`src/rtl/ll8_txmac_pkg.sv`:
```
// Shared types and default widths for the LocalLink-to-GMII TX MAC feeder.
package ll8_txmac_pkg;

    localparam int unsigned MAX_LEN_DEF = 9000;
    localparam int unsigned LEN_W_DEF   = 14;
    localparam int unsigned STAT_W_DEF  = 16;

    typedef enum logic [2:0] {
        ST_IDLE,
        ST_WAIT_ACK,
        ST_XFER,
        ST_DROP_ERR,
        ST_DROP,
        ST_GAP
    } state_e;

endpackage

```
`src/rtl/ll8_txmac_feeder_sat_ctr.sv`:
```
// Saturating event counter: holds at all-ones once reached.
module sat_ctr #(
    parameter int unsigned W = 16
) (
    input  logic         clk,
    input  logic         reset,
    input  logic         inc_i,
    output logic [W-1:0] count_o
);

    logic [W-1:0] count_q;
    logic [W-1:0] count_d;

    always_comb begin
        count_d = count_q;
        if (inc_i && (count_q != '1)) begin
            count_d = count_q + W'(1);
        end
    end

    always_ff @(posedge clk or posedge reset) begin
        if (reset) begin
            count_q <= '0;
        end else begin
            count_q <= count_d;
        end
    end

    assign count_o = count_q;

endmodule

```
`src/rtl/ll8_txmac_feeder.sv`:
```
// Zero-latency bridge from an 8-bit LocalLink TX FIFO to the GMII TX MAC,
// with abort signalling for underrun, oversize and malformed frames.
module ll8_txmac_feeder
    import ll8_txmac_pkg::*;
#(
    parameter int unsigned MAX_LEN = MAX_LEN_DEF,
    parameter int unsigned LEN_W   = LEN_W_DEF,
    parameter int unsigned STAT_W  = STAT_W_DEF
) (
    input  logic              clk,
    input  logic              reset,
    input  logic [7:0]        ll_data,
    input  logic              ll_sof,
    input  logic              ll_eof,
    input  logic              ll_src_rdy,
    output logic              ll_dst_rdy,
    output logic [7:0]        tx_data,
    output logic              tx_valid,
    output logic              tx_error,
    input  logic              tx_ack,
    output logic [STAT_W-1:0] frames_ok,
    output logic [STAT_W-1:0] frames_err,
    output logic [STAT_W-1:0] orphans
);

    localparam logic [LEN_W-1:0] LEN_MAX = LEN_W'(MAX_LEN);

    state_e           state_q, state_d;
    logic [LEN_W-1:0] len_q, len_d;
    logic [LEN_W-1:0] len_inc;
    logic             inc_ok, inc_err, inc_orph;

    assign len_inc = len_q + LEN_W'(1);

    always_ff @(posedge clk or posedge reset) begin
        if (reset) begin
            state_q <= ST_IDLE;
            len_q   <= '0;
        end else begin
            state_q <= state_d;
            len_q   <= len_d;
        end
    end

    // Outputs are gated by reset so the MAC and FIFO see idle while it is held.
    always_comb begin
        state_d    = state_q;
        len_d      = len_q;
        ll_dst_rdy = 1'b0;
        tx_valid   = 1'b0;
        tx_error   = 1'b0;
        tx_data    = '0;
        inc_ok     = 1'b0;
        inc_err    = 1'b0;
        inc_orph   = 1'b0;
        if (!reset) begin
            case (state_q)
                ST_IDLE: begin
                    if (ll_src_rdy) begin
                        if (ll_sof) begin
                            state_d = ST_WAIT_ACK;
                        end else begin
                            ll_dst_rdy = 1'b1;
                            inc_orph   = 1'b1;
                        end
                    end
                end
                ST_WAIT_ACK: begin
                    tx_valid   = 1'b1;
                    tx_data    = ll_data;
                    ll_dst_rdy = tx_ack;
                    if (tx_ack) begin
                        len_d = LEN_W'(1);
                        if (ll_eof) begin
                            inc_ok  = 1'b1;
                            state_d = ST_GAP;
                        end else if (LEN_W'(1) == LEN_MAX) begin
                            state_d = ST_DROP_ERR;
                        end else begin
                            state_d = ST_XFER;
                        end
                    end
                end
                ST_XFER: begin
                    tx_data = ll_data;
                    if (!ll_src_rdy) begin
                        tx_error = 1'b1;
                        inc_err  = 1'b1;
                        state_d  = ST_DROP;
                    end else if (ll_sof) begin
                        // Leave the new sof unconsumed so it starts cleanly after GAP.
                        tx_error = 1'b1;
                        inc_err  = 1'b1;
                        state_d  = ST_GAP;
                    end else begin
                        tx_valid   = 1'b1;
                        ll_dst_rdy = 1'b1;
                        len_d      = len_inc;
                        if (ll_eof) begin
                            inc_ok  = 1'b1;
                            state_d = ST_GAP;
                        end else if (len_inc == LEN_MAX) begin
                            state_d = ST_DROP_ERR;
                        end
                    end
                end
                ST_DROP_ERR: begin
                    tx_error = 1'b1;
                    inc_err  = 1'b1;
                    state_d  = ST_DROP;
                end
                ST_DROP: begin
                    if (ll_src_rdy) begin
                        if (ll_sof) begin
                            state_d = ST_GAP;
                        end else begin
                            ll_dst_rdy = 1'b1;
                            if (ll_eof) begin
                                state_d = ST_GAP;
                            end
                        end
                    end
                end
                ST_GAP: begin
                    state_d = ST_IDLE;
                end
                default: begin
                    state_d = ST_IDLE;
                end
            endcase
        end
    end

    sat_ctr #(.W(STAT_W)) u_ok_ctr (
        .clk     (clk),
        .reset   (reset),
        .inc_i   (inc_ok),
        .count_o (frames_ok)
    );

    sat_ctr #(.W(STAT_W)) u_err_ctr (
        .clk     (clk),
        .reset   (reset),
        .inc_i   (inc_err),
        .count_o (frames_err)
    );

    sat_ctr #(.W(STAT_W)) u_orph_ctr (
        .clk     (clk),
        .reset   (reset),
        .inc_i   (inc_orph),
        .count_o (orphans)
    );

endmodule

```
`config.mk`:
```
export PLATFORM = sky130hd
export DESIGN_NAME = ll8_txmac_feeder
export DESIGN_NICKNAME = d
export VERILOG_FILES = /design/src/rtl/ll8_txmac_pkg.sv /design/src/rtl/ll8_txmac_feeder_sat_ctr.sv /design/src/rtl/ll8_txmac_feeder.sv
export SDC_FILE = /design/constraint.sdc
export NUM_CORES = 1
export LEC_CHECK = 0
export ABC_AREA = 1
export BUFFER_PORTS_ARGS = -buffer_cell sky130_fd_sc_hd__buf_4
export CAP_MARGIN = 40
export CORE_ASPECT_RATIO = 0.5
export CORE_MARGIN = 4
export CORE_UTILIZATION = 60
export DETAILED_ROUTE_END_ITERATION = 10
export PLACE_DENSITY = 0.85
export SLEW_MARGIN = 25
export SYNTH_ARGS = -nofsm -noshare
export SYNTH_HDL_FRONTEND = slang
export SYNTH_SLANG_ARGS = --single-unit
```
`constraint.sdc`:
```
create_clock -name clk -period 4 [get_ports clk]
set_clock_uncertainty 0.15 [all_clocks]
set_input_delay 0 -clock clk [delete_from_list [all_inputs] [get_ports clk]]
set_output_delay 0 -clock clk [all_outputs]
set_load 0.02 [all_outputs]
```
==> results by group <==
Status
  – Status: finished, final reports clean

Setup path
  – RR Endpoint: u_err_ctr.count_o[10]$_DFFE_PP0P_
  – Data required time at the worst endpoint: 4.06 ns
  – RR Startpoint: u_err_ctr.count_o[0]$_DFFE_PP0P_
  – Stage delay of the slowest cell on the critical path: 0.50 ns
  – Worst Path Class, Setup: reg -> reg
  – Highest-delay cell along the critical path: dfrtp_1
  – Worst reg-to-reg setup slack: 1.64 ns
  – Sort of element at the start of the critical path: register
  – Cell chain of the critical path: ha_1 -> inv_1 -> nor2_1 -> nand2_1 -> nor2_1 -> nor2_2 -> nand2_1 -> nor2_1 -> nand2_1 -> xnor2_1
  – Number of cells on the critical path: 10
  – Worst reg-to-reg path cell count: 10
  – Critical Path Sink Type: register
  – Timing endpoint of the critical path: u_err_ctr.count_o[10]$_DFFE_PP0P_
  – Buf+Inv Stages, Crit Path: 1
  – Critical path origin: u_err_ctr.count_o[0]$_DFFE_PP0P_
  – Max FO, Critical Path: 11
  – Critical path's top delay family: simple AND/OR/NAND/NOR gates
  – Critical path data arrival time: 2.42 ns

Placed design
  – Cell area after placement: 4530 µm²
  – Placer congestion estimate: 0.901
  – Count of input and output buffers: 72
  – Dpl hpwl: 6.63 mm

Clock tree
  – CTS tree: yes
  – Clock slew seen by the registers of the worst setup and hold paths: 0.05 ns
  – Clock sink count: 65
  – Maximum number of buffers from clock root to sink: 2
  – CTS H-tree depth: 3
  – Post-CTS setup buffer count: 0
  – Post-cts gate resize count: 0
  – Number of buffers created by CTS: 9
  – Clock latency on the worst-skew pair: 0.33 ns
  – Master cell of the clock root buffer: clkbuf_16

Floorplanning
  – Die Y: 65.2 µm
  – Placeable core area: 6210 µm²
  – Top-level I/O count: 73
  – Total number of placement rows: 20
  – X dimension of the die: 122 µm
  – Effective utilization at floorplan: 63.2%
  – Area of the die: 7980 µm²

Synth
  – Number of synthesized register bits: 65
  – Number of nets in the synthesized netlist: 544
  – Library cells used by synthesis: 32
  – Synth warnings: 0
  – Post-synthesis sequential area ratio: 41.5%
  – Post-synthesis cell area: 3920 µm²
  – Post-Syn Area per Cell: 7.46 µm²
  – Instance count of the mapped netlist: 526

Worst hold path
  – Worst min path class: in -> reg

STA
  – Transition time of the tightest slew-check pin: 0.564 ns
  – Final Critical Period: 2.36 ns
  – Share of the clock period used by the worst path: 58.9%
  – Setup_tns: 0 ns
  – Setup repair after global routing missed its margin: false
  – Max Clock Freq: 424 MHz
  – Final-report hold violation count: 0
  – Final hold slack: 0.0733 ns
  – Worst relative slew slack: 62.4%
  – Total setup violations reported at the end of the flow: 0
  – Max Slew Vio Count: 0

Power
  – Leakage power: 2.38 nW
  – Pwr per Cell Area: 516 nW/µm²
  – Maximum ir drop on the vdd rail: 0.476 mV
  – Power Total: 0.00249 W

Global routing
  – Number of antenna violations at the first check in global routing: 0
  – Total overflow reported by the global router: 0
  – Total routing usage reported by global routing: 24.7%
  – Global-route wire length before repair: 15.6 mm
  – Via count of the first global-routing pass: 3,337
  – Largest net degree at the start of global routing: 42

Final layout
  – ANT cells: 0
  – Net count of the finished layout: 625
  – Total non-filler cell area in the finished layout: 4840 µm²
  – Fraction of final layout cells sized beyond drive strength 1: 18.5%
  – Growth of design area from synthesis to finish: 23.2%

Detailed routing
  – Number of vias after detailed routing: 3,701
  – Starting DRT DRC Count: 329
  – Routed wire length: 9.31 mm
  – Detailed-route wire length per cell: 13.3 µm
  – DRC errors left: 0
  – Via density per instance: 5.29
  – Post-route antenna net violation count: 0
  – Iteration count of the initial detailed-routing pass: 5

Job
  – Maxcap violations: 0
-- worst min path at each step --
stage                start  cells after the start                endpoint  slack, ns
detailed placement   reset                      2    len_q[2]$_DFFE_PP0P_     -0.008
global route        ll_sof                      7  state_q[2]$_DFFE_PP0P_        0.1
global placement     reset                      2    len_q[1]$_DFFE_PP0P_    -0.0007
CTS                 ll_sof                      7  state_q[2]$_DFFE_PP0P_       0.06
finish              ll_sof                      7  state_q[2]$_DFFE_PP0P_       0.07
floorplan            reset                      1              ll_dst_rdy      -0.07
-- kinds of logic after synthesis --
kind of cell	count (synthesis)	synth area share (%)
buf+inv	73	7.72
simple gates	316	37.1
fa+ha+maj	4	1.28
compound gates	32	4.40
flops	65	41.5
xor+xnor	36	8.04
-- final cells by class --
cell class	instances	area, µm²
Multi-Input combinational cell	388	1990
Fill cell	447	1370
Clock buffer	13	260
Tap cell	88	110
Clock inverter	3	15.0
Inverter	67	251
Timing Repair Buffer	76	578
Sequential cell	65	1630
-- registers in the layout, indices dropped and copies added (netlist names) --
name,flops
state_q,3
u_err_ctr.count_o,16
len_q,14
u_orph_ctr.count_o,16
u_ok_ctr.count_o,16
-- layer usage --
layer	wire length, µm	track usage, %	up-vias	part of all wire [%]
met5	0	0	-	0
met4	196	9.34	0	2.1
met3	576	5.93	21	6.2
met2	4240	39.0	126	46
met1	4290	33.3	1722	46
li1	-	-	1832	-
-- worst register-to-register path, stage by stage, from the launching register on --
cell and delay [ns]:
dfrtp_1 0.50, ha_1 0.30, inv_1 0.06, nor2_1 0.06
nand2_1 0.07, nor2_1 0.05, nor2_2 0.44, nand2_1 0.20
nor2_1 0.20, nand2_1 0.09, xnor2_1 0.12
-- placed cells by master, fill, tap and decap left out, drive strengths merged, types with 14 or more instances in the layout --
cell,synthesis,final
nand2,170,170
nand3,40,40
buf,6,73
o21ai,23,23
nor2,66,66
dfrtp,65,65
nand4,14,14
xor2,23,23
nor3,16,16
inv,67,67
-- cells in the mapped netlist, drive strengths merged --
master	number	area share (%)
nand2	170	17
inv	67	6.4
nor2	66	7.1
dfrtp	65	41
nand3	40	5.8
o21ai	23	2.9
xor2	23	5.1
nor3	16	3.0
nand4	14	2.6
xnor2	13	2.9
buf	6	1.3
nor4	6	1.1
o22ai	5	0.80
ha	4	1.3
nand3b	3	0.57
a21oi	2	0.26
nand2b	1	0.35
o21bai	1	0.19
o32ai	1	0.22
-- repair_timing --
| action | CTS | global route |
|---|---|---|
| hold buffers | 3 | 0 |
| hold endpoints to repair | 41 | 0 |
| setup endpoints to repair | 0 | 0 |
-- report_power, final --
| part | internal [W] | leakage (nW) | switching [W] |
|---|---|---|---|
| combinational | 0.000306 | 1.38 | 0.000518 |
| sequential | 0.000776 | 0.861 | 0.000169 |
| clock | 0.000450 | 0.139 | 0.000275 |
| total | 0.00153 | 2.38 | 0.000962 |
-- stage by stage --
stage          utilization (%)  std cells  setup slack [ns]
3_3_place_gp              73.0        681              1.76
2_1_floorplan                -        526              1.39
3_5_place_dp              73.0        681              1.67
5_1_grt                   77.9        700              1.42
6_report                  77.9        700              1.64
4_1_cts                   77.9        700              1.65
Power figures use the tool's default switching activity.
